<file path="config.mk">
export PLATFORM = sky130hd
export DESIGN_NAME = mulu_int_flat
export DESIGN_NICKNAME = d
export VERILOG_FILES = /design/src/rtl/mulu_int_if.sv /design/src/rtl/mulu_int.sv /design/src/flat_wrapper.sv
export SDC_FILE = /design/constraint.sdc
export NUM_CORES = 1
export LEC_CHECK = 0
export BUFFER_PORTS_ARGS = -buffer_cell sky130_fd_sc_hd__buf_4
export CAP_MARGIN = 15
export CORE_ASPECT_RATIO = 0.8
export CORE_MARGIN = 10
export CORE_UTILIZATION = 62
export CTS_CLUSTER_DIAMETER = 60
export DETAILED_ROUTE_END_ITERATION = 10
export MAX_ROUTING_LAYER = met4
export PLACE_DENSITY_LB_ADDON = 0.25
export SKIP_LAST_GASP = 1
export SLEW_MARGIN = 20
export SYNTH_ARGS = -nofsm -noshare
export SYNTH_HDL_FRONTEND = slang
export SYNTH_SLANG_ARGS = --single-unit
</file>
<file path="constraint.sdc">
create_clock -name clk -period 3.8 [get_ports clk]
set_input_delay 0.19 -clock clk [delete_from_list [all_inputs] [get_ports clk]]
set_output_delay 0.19 -clock clk [all_outputs]
set_load 0.1 [all_outputs]
</file>
<file path="src/rtl/mulu_int_if.sv">
// Start/busy/done/valid handshake bundle for the shift-and-add multiply-accumulate unit.
// The master drives the operands and start. The slave returns the status and the result.
interface mulu_int_if #(
  parameter int WIDTH = 8
);
  logic               start;
  logic               busy;
  logic               done;
  logic               valid;
  logic [WIDTH-1:0]   a;
  logic [WIDTH-1:0]   b;
  logic [WIDTH-1:0]   c;
  logic [2*WIDTH-1:0] val;

  modport master (output start, a, b, c, input busy, done, valid, val);
  modport slave  (input start, a, b, c, output busy, done, valid, val);
endinterface

</file>
<file path="src/rtl/mulu_int.sv">
// Sequential unsigned val = a*b + c, consuming one multiplier bit per clock.
// Optional macro MULU_EARLY_EXIT_EN finishes as soon as the remaining multiplier bits are all zero.
module mulu_int #(
  parameter int WIDTH = 8
) (
  input  logic          clk,
  input  logic          rst_n,
  mulu_int_if.slave     bus
);
  localparam int CNT_W = $clog2(WIDTH + 1);
  localparam int RES_W = 2 * WIDTH;

  typedef enum logic {IDLE, RUN} state_t;

  state_t             state_reg, state_next;
  logic [CNT_W-1:0]   cnt_reg, cnt_next;
  logic [RES_W-1:0]   acc_reg, acc_next;
  logic [RES_W-1:0]   mcand_reg, mcand_next;
  logic [WIDTH-1:0]   mplier_reg, mplier_next;
  logic [RES_W-1:0]   val_reg, val_next;
  logic               done_reg, done_next;
  logic               valid_reg, valid_next;
  logic [RES_W-1:0]   sum;
  logic               last;

  // The adder is the full result width; the sum is the accumulator after this iteration.
  assign sum = acc_reg + (mplier_reg[0] ? mcand_reg : '0);

`ifdef MULU_EARLY_EXIT_EN
  assign last = (cnt_reg == CNT_W'(WIDTH - 1)) || (mplier_reg[WIDTH-1:1] == '0);
`else
  assign last = (cnt_reg == CNT_W'(WIDTH - 1));
`endif

  always_ff @(posedge clk) begin
    if (!rst_n) begin
      state_reg  <= IDLE;
      cnt_reg    <= '0;
      acc_reg    <= '0;
      mcand_reg  <= '0;
      mplier_reg <= '0;
      val_reg    <= '0;
      done_reg   <= 1'b0;
      valid_reg  <= 1'b0;
    end else begin
      state_reg  <= state_next;
      cnt_reg    <= cnt_next;
      acc_reg    <= acc_next;
      mcand_reg  <= mcand_next;
      mplier_reg <= mplier_next;
      val_reg    <= val_next;
      done_reg   <= done_next;
      valid_reg  <= valid_next;
    end
  end

  always_comb begin
    state_next  = state_reg;
    cnt_next    = cnt_reg;
    acc_next    = acc_reg;
    mcand_next  = mcand_reg;
    mplier_next = mplier_reg;
    val_next    = val_reg;
    done_next   = 1'b0;
    valid_next  = valid_reg;

    // A start always (re)loads the operands, abandoning any calculation in flight.
    if (bus.start) begin
      state_next  = RUN;
      cnt_next    = '0;
      acc_next    = {{WIDTH{1'b0}}, bus.c};
      mcand_next  = {{WIDTH{1'b0}}, bus.a};
      mplier_next = bus.b;
      valid_next  = 1'b0;
    end else if (state_reg == RUN) begin
      acc_next    = sum;
      mcand_next  = mcand_reg << 1;
      mplier_next = mplier_reg >> 1;
      cnt_next    = cnt_reg + 1'b1;
      if (last) begin
        state_next = IDLE;
        val_next   = sum;
        done_next  = 1'b1;
        valid_next = 1'b1;
      end
    end
  end

  assign bus.busy  = (state_reg == RUN);
  assign bus.done  = done_reg;
  assign bus.valid = valid_reg;
  assign bus.val   = val_reg;
endmodule

</file>
<file path="src/flat_wrapper.sv">
// flat-port wrapper written by rule: the top's interface ports become plain ports
module mulu_int_flat 
#(
  parameter int WIDTH = 8
)
  (clk, rst_n, bus_start, bus_a, bus_b, bus_c, bus_busy, bus_done, bus_valid, bus_val);
  mulu_int_if #(.WIDTH(WIDTH)) bus_i ();
  input  logic clk;
  input  logic rst_n;
  input wire logic [$bits(bus_i.start)-1:0] bus_start;
  input wire logic [$bits(bus_i.a)-1:0] bus_a;
  input wire logic [$bits(bus_i.b)-1:0] bus_b;
  input wire logic [$bits(bus_i.c)-1:0] bus_c;
  output wire logic [$bits(bus_i.busy)-1:0] bus_busy;
  output wire logic [$bits(bus_i.done)-1:0] bus_done;
  output wire logic [$bits(bus_i.valid)-1:0] bus_valid;
  output wire logic [$bits(bus_i.val)-1:0] bus_val;
  assign bus_i.start = bus_start;
  assign bus_i.a = bus_a;
  assign bus_i.b = bus_b;
  assign bus_i.c = bus_c;
  assign bus_busy = bus_i.busy;
  assign bus_done = bus_i.done;
  assign bus_valid = bus_i.valid;
  assign bus_val = bus_i.val;
  mulu_int #(.WIDTH(WIDTH)) u_core (.clk(clk), .rst_n(rst_n), .bus(bus_i));
endmodule
</file>
=== Word-level counts from Yosys, hierarchy flattened ===
Index checks and enable logic that the tools add are counted.

* $add $sub $neg: 2
* Shifts and indexed selects: 0
* Bitwise logic cells: 3
* $mul: 0
* Reductions and logical operators: 5
* Order comparisons: 0
* Multiplexer cells: 11
* Equality and inequality tests: 1
* Divide/modulo/power cells: 0

{| class="wikitable"
|+ Operators with widths
! operator !! count
|-
| $mux 8 || 6
|-
| $add 16x16->16 || 1
|-
| $mux 16 || 1
|-
| $add 4x1->4 const B || 1
|-
| $eq 4x3->1 const B || 1
|-
| $mux 1 || 4
|-
| $not 1->1 || 3
|-
| $reduce_and 3->1 || 1
|-
| $reduce_or 3->1 || 1
|-
| $reduce_and 2->1 || 1
|-
| $reduce_bool 2->1 || 1
|-
| $reduce_or 2->1 || 1
|}

* Memories: 0
* Register bits: 63
* Output and inout bits: 19
* Latch bits: 0
* RAM bits: 0
* Input bits: 27
* Memory bits (read-only): 0

=== Depth between registers and ports, before layout ===
Gate-level depths: netlist of the first run.

* Word-level depth: 4
* Gate-level depth with buffers: 10
* Depth with buffers taken out: 9

=== Least setup slack after synthesis of the first run ===
OpenSTA, ideal clock, no wires.

* Path type: flip-flop to flip-flop
* From: register u_core.mplier_reg[0]
* To: register u_core.acc_reg[10]
* Buffers on the path: 1
* Clock period less this slack: 2.400 ns
* Arrival: 2.268 ns
* Data required time: 3.668 ns
* Cell stages (with the launch flop): 11
* Path slack: 1.400 ns
* Path through: dfxtp_1 -> clkbuf_1 -> and2_1 -> ha_1 -> fa_1 -> a21oi_1 -> o211ai_1 -> a21bo_2 -> o31ai_1 -> xor2_1 -> a21oi_1

* Word-level cells in the longest chain between the ends: 2

{| class="wikitable"
|+ Ends and longest elaborated chain
! what !! RTL line !! source
|-
| start: declaration || mulu_int.sv:19 || <nowiki>logic [WIDTH-1:0] mplier_reg, mplier_next;</nowiki>
|-
| start signal: assignment || mulu_int.sv:50 || <nowiki>mplier_reg <= mplier_next;</nowiki>
|-
| $mux 16 || mulu_int.sv:27 || <nowiki>assign sum = acc_reg + (mplier_reg[0] ? mcand_reg : '0);</nowiki>
|-
| $add 16x16->16 || mulu_int.sv:27 ||
|-
| end signal: assignment || mulu_int.sv:48 || <nowiki>acc_reg <= acc_next;</nowiki>
|-
| end: declaration || mulu_int.sv:17 || <nowiki>logic [RES_W-1:0] acc_reg, acc_next;</nowiki>
|}

Every way passes these cells.
A chain may end at the register's enable or synchronous reset.

=== Worst setup path after layout of the first run ===
Ends and elaborated chain as after synthesis.

==> results.cfg, run 1 <==
[outcome]
status = finished, final reports clean

[floorplanning]
num_rows = 23
core_sq_um = 5090
die_x_um = 102
io_pins = 46
die_h_um = 85.4
initial_core_util_pct = 65.1
die-area_sq_um = 8690

[global_route]
gr-total-overflow = 0
grt_pass1_vias = 2755
grt_pass1_wl_um = 13600
grt_usage_pct = 19.9
antenna_found_initial = 0
grt_start_max_net_pins = 43

[power]
switching_power_mw = 0.345
p_int_mw = 1.12
p_clk_share_pct = 42.6
power_frac_comb_pct = 9.6
swShare_pct = 23.5
peakVddDrop_mv = 0.338
power.leakage_nw = 1.60
powerDensity_nw_per_um2 = 381
power_mw = 1.47
seq_power_share_pct = 47.9

[setup_path]
worstSetupStartpoint = u_core.mplier_reg[0]
end_kind = flip-flop
path_depth = 9
crit_fanout = 17
reg2reg_from = u_core.mplier_reg[0]
cp.arrival_ns = 2.80
critPathTopFamily = compound AO/OA/AOI/OAI gates
cp_common_cell = a21oi_1
critPathLaunchType = flip-flop
max_stage_delay_ns = 0.43
critical_path_class = flip-flop to flip-flop
r2r_cells = 9
worstPathRequired_ns = 3.99
slowest_stage = dfxtp_1
path_buf_inv = 0
worstPathCellList = and2_1 > ha_1 > fa_1 > a21oi_1 > o211ai_1 > a21bo_2 > o31ai_1 > xor2_1 > a21oi_1

[route]
dr.pass1.iters = 5
postRouteWirelength_um = 7990
detail_route.vias_per_cell = 5.88
drc_errors = 0
avgRoutedWirePerCell_um = 16.1
drt_iter0_drc = 221
ant_nets = 0
route.vias.total = 2911

[finish]
nNetsFinal = 473
final_cells = 495
num_antenna_cells = 0
post-route-util_pct = 75.7
stdcell_area_sq_um = 3860
layout-drive-gt1-share_pct = 16.6
fillers = 402
syn_to_final_growth_pct = 16.3

[synth]
netlist_instances = 394
ys_ff_latch = 63
synth_top_flop_cell = dfxtp_1
synth.distinct_cells = 50
synth_mux_area_share_pct = 9.09
ys_seq_area_share_pct = 38.0
syn_area_per_cell_sq_um = 8.42
synth_top_family_by_area = simple AND/OR/NAND/NOR gates
synth_edf_count = 0
synth_compound_area_share_pct = 18.2
ys_warn_count = 0
syn-num-nets = 438
synth-simple-area-share_pct = 19.9
syn_area_sq_um = 3320
async_flop_share_pct = 0
synth_xor_area_share_pct = 3.96
yosys.area_share.adder_pct = 6.64

[clock_network]
cts_sinks = 63
post_cts_buffers = 0
path_clk_slew_ns = 0.07
cts_buffers = 9
tritoncts = yes
hold_buffers = 0
root_buffer = clkbuf_8
cts.path.max_buffers = 2
clk_latency_ns = 0.34
cts.htree.levels = 3
cts_resized = 0

[sta]
rsz0062_at_grt = false
maxSlewViolCount = 0
tightest_slew_ns = 0.716
finalSetupTns_ns = 0
fin_crit_ns = 2.61
clock_skew_ns = 0.00912
finalSetupViolations = 0
max_freq_mhz = 383
hold_viol = 0
max_slew_margin_pct = 52.1
min_period_over_period_pct = 68.7

[place]
post-dp-hpwl_um = 5710
placed_cell_area_sq_um = 3650
gp_congestion = 0.889
portBuffers = 45
placed_cells = 480

[worst_hold_path]
hp-class = primary input to flip-flop
whs_path_depth = 3
hold_path_startpoint = bus_b[7]

[job]
cap_violations = 0
[layout make-up]
cell class              instances  area [sq um]  area share, %
multi-input cells             299          1920           49.7
flip-flops and latches         63          1260           32.7
repair buffers                 48           360           9.34
clock buffers                  11           141           3.67
well taps                      62          77.6           2.01
clock inverters                 4          70.1           1.82
inverters                       8          30.0          0.778
[cell usage in the layout (no fill, tap or decap), types with 13 or more instances in the layout]
cell type	n
a21oi_1	51
nand2_1	26
nor2_1	58
dfxtp_1	62
o21ai_0	16
mux2i_1	29
ha_1	16
nand3_1	13
and2_1	15
buf_4	48
[tightest hold or removal path: stages]
cell and delay [ns]:
buf_4 0.08, a21oi_1 0.05, nor2_1 0.07
[stage by stage]
step,hold WS [ns],worst slack (ns)
6_report,0.0802,1.19
4_1_cts,0.0647,1.19
2_1_floorplan,0.315,1.40
3_3_place_gp,0.417,1.31
5_1_grt,0.0920,0.976
3_5_place_dp,0.427,1.23
[kinds of logic after synthesis]
logic type	Yosys count
mux	30
xor+xnor	15
fa+ha+maj	17
flops	63
simple gates	138
compound gates	99
buf+inv	32
[power groups by stage]
stage	clock network (mW)	registers [mW]	logic, mW
after detailed placement	0	0.717	0.138
after floorplan	0	0.709	0.103
after CTS	0.640	0.702	0.140
after global routing	0.671	0.705	0.157
after global placement	0	0.716	0.135
final	0.625	0.703	0.141
[worst paths after layout]
check                               to  slack [ns]
setup / recovery    u_core.acc_reg[10]        1.19
hold / removal    u_core.mplier_reg[7]        0.08
setup reg to reg    u_core.acc_reg[10]        1.19
hold reg to reg      u_core.bus.val[4]        0.46
[Yosys cell counts, types with 3 or more instances]
master | n | area share [%]
o21ai_0 | 16 | 2.4
nor2_1 | 58 | 6.6
nand2_1 | 26 | 2.9
clkbuf_1 | 17 | 1.9
nand3_1 | 13 | 2.0
a21oi_1 | 51 | 7.7
nand4_1 | 5 | 0.94
mux2i_1 | 29 | 8.8
inv_1 | 7 | 0.79
xnor2_1 | 9 | 2.4
and2_1 | 15 | 2.8
a211oi_1 | 6 | 1.4
buf_2 | 3 | 0.45
dfxtp_1 | 63 | 38
or3_1 | 3 | 0.57
nand3b_1 | 6 | 1.4
ha_1 | 16 | 6.0
xor2_1 | 6 | 1.6
o211ai_1 | 6 | 1.4
[layer usage]
layer | wire length [um] | share of wire (%) | vias up | global-route usage [%]
met2 | 3310 | 41 | 125 | 27.0
met1 | 3840 | 48 | 1321 | 27.5
met4 | 102 | 1.3 | 0 | 6.49
li1 | - | - | 1453 | -
met3 | 735 | 9.2 | 12 | 5.75
met5 | 0 | 0 | - | -
Note: power is estimated with default switching activity, not from simulation.
==> run 2, diff against run 1 <==
ABC_AREA = 1   (was default)
CORE_UTILIZATION = 52   (was 62)
clock period = 2.2 ns   (was 3.8 ns; I/O delays follow)
==> run 2 against run 1 <==
Compared with the run above: final cell count grew 39%; synthesized cell count is 42% higher; critical path depth is 5 higher; non-clock buffer count increased by 2; count of clock-buffer cells in the layout grew 1; worst hold slack got worse by 0.060 ns; first-iteration DRC count down 3.2%; flip-flop and latch count unchanged; sequential power is 71% higher; fmax grew 35%; wire length grew 8.1%; sequential share of layout area fell by 2.1 points; critical endpoint is now u_core.bus.val[10].
==> results.cfg, run 2 <==
[setup_path]
worstSetupStartpoint = u_core.mplier_reg[0]
worstPathRequired_ns = 2.45
end_kind = flip-flop
critPathLaunchType = flip-flop
critical_path_class = flip-flop to flip-flop
r2r_cells = 14
reg2reg_from = u_core.mplier_reg[0]
cp.arrival_ns = 2.18
r2r_slack_ns = 0.27
crit_fanout = 17

[clock_network]
path_clk_slew_ns = 0.07
cts.htree.levels = 3
root_buffer = clkbuf_8
clk_latency_ns = 0.35
cts_buffers = 9
cts_sinks = 63
cts.path.max_buffers = 2
tritoncts = yes

[floorplanning]
core_sq_um = 6510
initial_core_util_pct = 54.3
die_h_um = 93.7
io_pins = 46
die-area_sq_um = 10500
die_x_um = 112
num_rows = 26

[place]
post-dp-hpwl_um = 6310
placed_cells = 675
portBuffers = 45
gp_congestion = 0.919
place_worst_setup_slack_ns = 0.0927

[synth]
synth_edf_count = 0
synth_mux_area_share_pct = 0
synth.distinct_cells = 29
ys_warn_count = 0
synth.most_common_cell = nand2_1
synth_top_family_by_area = simple AND/OR/NAND/NOR gates
synth_top_flop_cell = dfxtp_1
yosysTopAreaCellShare_pct = 35.7
yosys-top-cells-count = nand2_1, inv_1, dfxtp_1
yosys-top-cells-area = dfxtp_1, nand2_1, inv_1
yosys.area_share.adder_pct = 6.23
ys_ff_latch = 63
syn_area_sq_um = 3530
synth_compound_area_share_pct = 10.4
syn_area_per_cell_sq_um = 6.31
synth.largest_area_cell = dfxtp_1
ys_seq_area_share_pct = 35.7
async_flop_share_pct = 0
synth_xor_area_share_pct = 1.49
netlist_instances = 560
synth-simple-area-share_pct = 32.7
syn-num-nets = 604

[global_route]
grt_start_max_net_pins = 30
gr-total-overflow = 0
grt_pass1_vias = 3145
antenna_found_initial = 0
grt_pass1_wl_um = 14900
grt_usage_pct = 17.5

[route]
drc_errors = 0
detail_route.vias_per_cell = 5.00
drt_iter0_drc = 214
dr.pass1.iters = 6
postRouteWirelength_um = 8640
route.vias.total = 3449
ant_nets = 0
avgRoutedWirePerCell_um = 12.5

[finish]
layout-drive-gt1-share_pct = 12.0
syn_to_final_growth_pct = 16.7
final_cells = 690
final_common_cell = nand2_1
nNetsFinal = 646
num_antenna_cells = 0
fillers = 627
mostFrequentLayoutCells = nand2_1, inv_1, nor2_1, dfxtp_1, buf_4

[sta]
clock_skew_ns = 0.00771
rsz0062_at_grt = false
finalSetupViolations = 0
max_slew_margin_pct = 67.1
maxSlewViolCount = 0
hold_viol = 0
max_freq_mhz = 518
tightest_slew_ns = 0.493
fin_crit_ns = 1.93
finalSetupTns_ns = 0
fin_ws_ns = 0.268
min_period_over_period_pct = 87.8

[worst_hold_path]
hold_path_startpoint = bus_b[7]
whs_path_depth = 3
hp-class = primary input to flip-flop

[power]
peakVddDrop_mv = 0.324
power_mw = 2.51
power.leakage_nw = 2.35
powerDensity_nw_per_um2 = 607

[outcome]
status = finished, final reports clean

[job]
cap_violations = 0
-- run 2: cell types whose count changed in the layout (fill, tap and decap cells not counted), sizes merged, moves of 7 or more --
cell | before | now
nand2 | 27 | 182
inv | 7 | 101
mux2i | 29 | 0
a21oi | 52 | 26
nand3 | 13 | 35
and2 | 16 | 0
a22oi | 0 | 8
xnor2 | 9 | 1
nor2 | 58 | 65
-- run 2: cells by family (layout without fill, tap and decap cells) --
kind of cell | count (synthesis) | in the layout
simple gates | 289 | 289
buf+inv | 121 | 167
compound gates | 64 | 64
flops | 63 | 63
fa+ha+maj | 17 | 17
xor+xnor | 6 | 6
-- run 2: worst paths after layout --
check	endpoint
min reg2reg	u_core.mplier_reg[7]
max reg2reg	u_core.bus.val[10]
min	u_core.mplier_reg[7]
max	u_core.bus.val[10]
-- run 2: timing repair --
action	CTS	global route
setup endpoints to repair	0	22
hold buffers	0	0
setup buffers	0	0
endpoints found under the hold margin	0	0
resized for setup	0	3
-- run 2: stage by stage --
step	hold WS [ns]	cell area [sq um]	utilization, %
floorplan	0.259	3530	-
global placement	0.380	3920	60.3
detailed placement	0.384	3920	60.3
CTS	0.0111	4120	63.3
global route	0.0232	4130	63.4
finish	0.0204	4130	63.4
-- run 2: area by class of cell --
cell class | instances | area, sq um | area share [%]
clock inverter | 3 | 42.5 | 1.03
sequential | 63 | 1260 | 30.7
clock buffer | 12 | 155 | 3.76
tap | 84 | 105 | 2.55
multi-input combinational | 376 | 1800 | 43.6
inverter | 102 | 384 | 9.31
timing repair buffer | 50 | 375 | 9.10
-- run 2: power by group --
part	switching (mW)	internal, mW
clock network	0.460	0.577
logic	0.159	0.104
registers	0.0279	1.18
total	0.647	1.86
-- run 2: layer usage --
layer  routed length (um)  global-route usage, %  vias up
met5                    0                      -        -
met2                 3660                   25.8      109
met4                  120                   5.27        0
met3                  659                   5.87       14
li1                     -                      -     1797
met1                 4190                   22.3     1529
-- run 2: worst max-delay path, cell delays in order (launching register included) --
cell     delay, ns
dfxtp_4       0.40
nand2_1       0.09
inv_1         0.04
ha_1          0.20
fa_2          0.37
nand2_1       0.08
nand2_1       0.05
nand3_1       0.06
nand2_1       0.09
nand2_1       0.09
nand2_1       0.05
nand2_1       0.07
nand3_1       0.11
nand2_1       0.09
inv_1         0.04
==> run 3, diff against run 2 <==
GPL_TIMING_DRIVEN = 0   (was default)
==> run 3 against run 2 <==
Compared with the run above: total power is 0.47% lower; clock skew is 0.0053 ns higher; worst setup slack lost 0.10 ns; fmax decreased by 5.1%; largest cell class unchanged.
==> results.cfg, run 3 (synthesis results as in run 2) <==
[outcome]
status = finished, final reports clean

[finish]
nNetsFinal = 661
fillers = 638
num_antenna_cells = 0
layout-drive-gt1-share_pct = 13.3
syn_to_final_growth_pct = 18.8
final_common_cell = nand2_1
mostFrequentLayoutCells = nand2_1, inv_1, nor2_1, dfxtp_1, buf_4
post-route-util_pct = 64.5

[clock_network]
cts_buffers = 9
path_clk_slew_ns = 0.08
cts.htree.levels = 3
cts_sinks = 63
hold_buffers = 0
clk_latency_ns = 0.35
cts.path.max_buffers = 2
root_buffer = clkbuf_8
tritoncts = yes

[setup_path]
r2r_cells = 12
worstPathCellList = nand2_1 > inv_1 > ha_1 > fa_2 > nand2_1 > nand2_1 > nand3_1 > nand2_1 > or2_1 > nand2_1 > a21o_1 > inv_1
path_depth = 12
critPathLaunchType = flip-flop
slowest_stage = dfxtp_4
worstPathRequired_ns = 2.44
end_kind = flip-flop
cp_common_cell = nand2_1
critical_path_class = flip-flop to flip-flop
cp.arrival_ns = 2.28
max_stage_delay_ns = 0.41
crit_fanout = 17
reg2reg_from = u_core.mplier_reg[0]
worstSetupStartpoint = u_core.mplier_reg[0]
path_buf_inv = 2
critPathTopFamily = simple AND/OR/NAND/NOR gates

[power]
peakVddDrop_mv = 0.331
power.leakage_nw = 2.40
power_mw = 2.49
powerDensity_nw_per_um2 = 594

[floorplanning]
die_h_um = 93.7
die-area_sq_um = 10500
die_x_um = 112
initial_core_util_pct = 54.3
num_rows = 26
core_sq_um = 6510
io_pins = 46

[sta]
min_period_over_period_pct = 92.6
max_slew_margin_pct = 63.3
tightest_slew_ns = 0.551
clock_skew_ns = 0.0130
maxSlewViolCount = 0
max_freq_mhz = 491
hold_viol = 0
finalSetupViolations = 0
rsz0062_at_grt = true
fin_crit_ns = 2.04
finalSetupTns_ns = 0

[global_route]
gr-total-overflow = 0
grt_usage_pct = 17.9
grt_start_max_net_pins = 13
grt_pass1_wl_um = 15300
grt_pass1_vias = 3349
antenna_found_initial = 0

[worst_hold_path]
whs_path_depth = 3
hp-class = primary input to flip-flop
hold_path_startpoint = bus_a[0]

[route]
met2_length_um = 3860
m1WireLength_um = 4270
top_layer_used = met4
wl_met3_um = 649
route.vias.total = 3474
postRouteWirelength_um = 8890
drt_iter0_drc = 174
dr.pass1.iters = 4
ant_nets = 0
avgRoutedWirePerCell_um = 12.6
drc_errors = 0
detail_route.vias_per_cell = 4.92

[place]
portBuffers = 45
post-dp-hpwl_um = 6910
gp_congestion = 0.895

[job]
cap_violations = 0
## run 3: cell types whose count changed in the layout (fill, tap and decap cells not counted), sizes merged
cell and change:
clkinv +3, buf +8, inv +1, clkbuf +5, clkinvlp -1
## run 3: worst paths after layout
path                                             to  slack [ns]
worst max-delay path              u_core.bus.val[6]        0.16
worst min-delay path            u_core.mcand_reg[0]        0.02
worst max register to register    u_core.bus.val[6]        0.16
worst min register to register    u_core.cnt_reg[1]        0.47
## run 3: per-stage QoR
step,area (sq um),worst slack [ns],hold slack [ns],instances
2_1_floorplan,3530,0.0947,0.259,560
3_3_place_gp,3980,-0.263,0.383,689
3_5_place_dp,3980,-0.295,0.388,689
4_1_cts,4180,0.0179,0.00511,704
5_1_grt,4200,-0.00828,0.0113,706
6_report,4200,0.163,0.0197,706
## run 3: repair_timing
item	CTS	global route
setup endpoints to repair	24	17
setup buffers	0	3
gates resized for setup	4	2
cloned	0	0
pin swaps	0	1
## run 3: worst min-delay path, stage by stage
cell and delay [ns]:
buf_4 0.11, nand2_1 0.05, a21oi_1 0.06
## run 3: area by class of cell
| cell class | count | area (sq um) | area share (%) |
|---|---|---|---|
| multi-input combinational | 376 | 1800 | 42.9 |
| clock buffer | 10 | 128 | 3.04 |
| sequential | 63 | 1260 | 30.1 |
| tap | 84 | 105 | 2.50 |
| clock inverter | 6 | 70.1 | 1.67 |
| timing repair buffer | 48 | 360 | 8.58 |
| inverter | 102 | 384 | 9.15 |
| buffer | 17 | 85.1 | 2.03 |
## run 3: routing by layer
layer	vias up	GRT usage (%)
met5	-	-
li1	1834	-
met2	89	27.1
met1	1541	22.4
met3	10	4.85
met4	0	6.65
## run 3: report_power, final
group          switching, mW  total (mW)  leakage, nW  internal [mW]
registers             0.0282        1.20        0.514           1.18
clock network          0.485        1.02        0.101          0.531
logic                  0.165       0.273         1.79          0.107
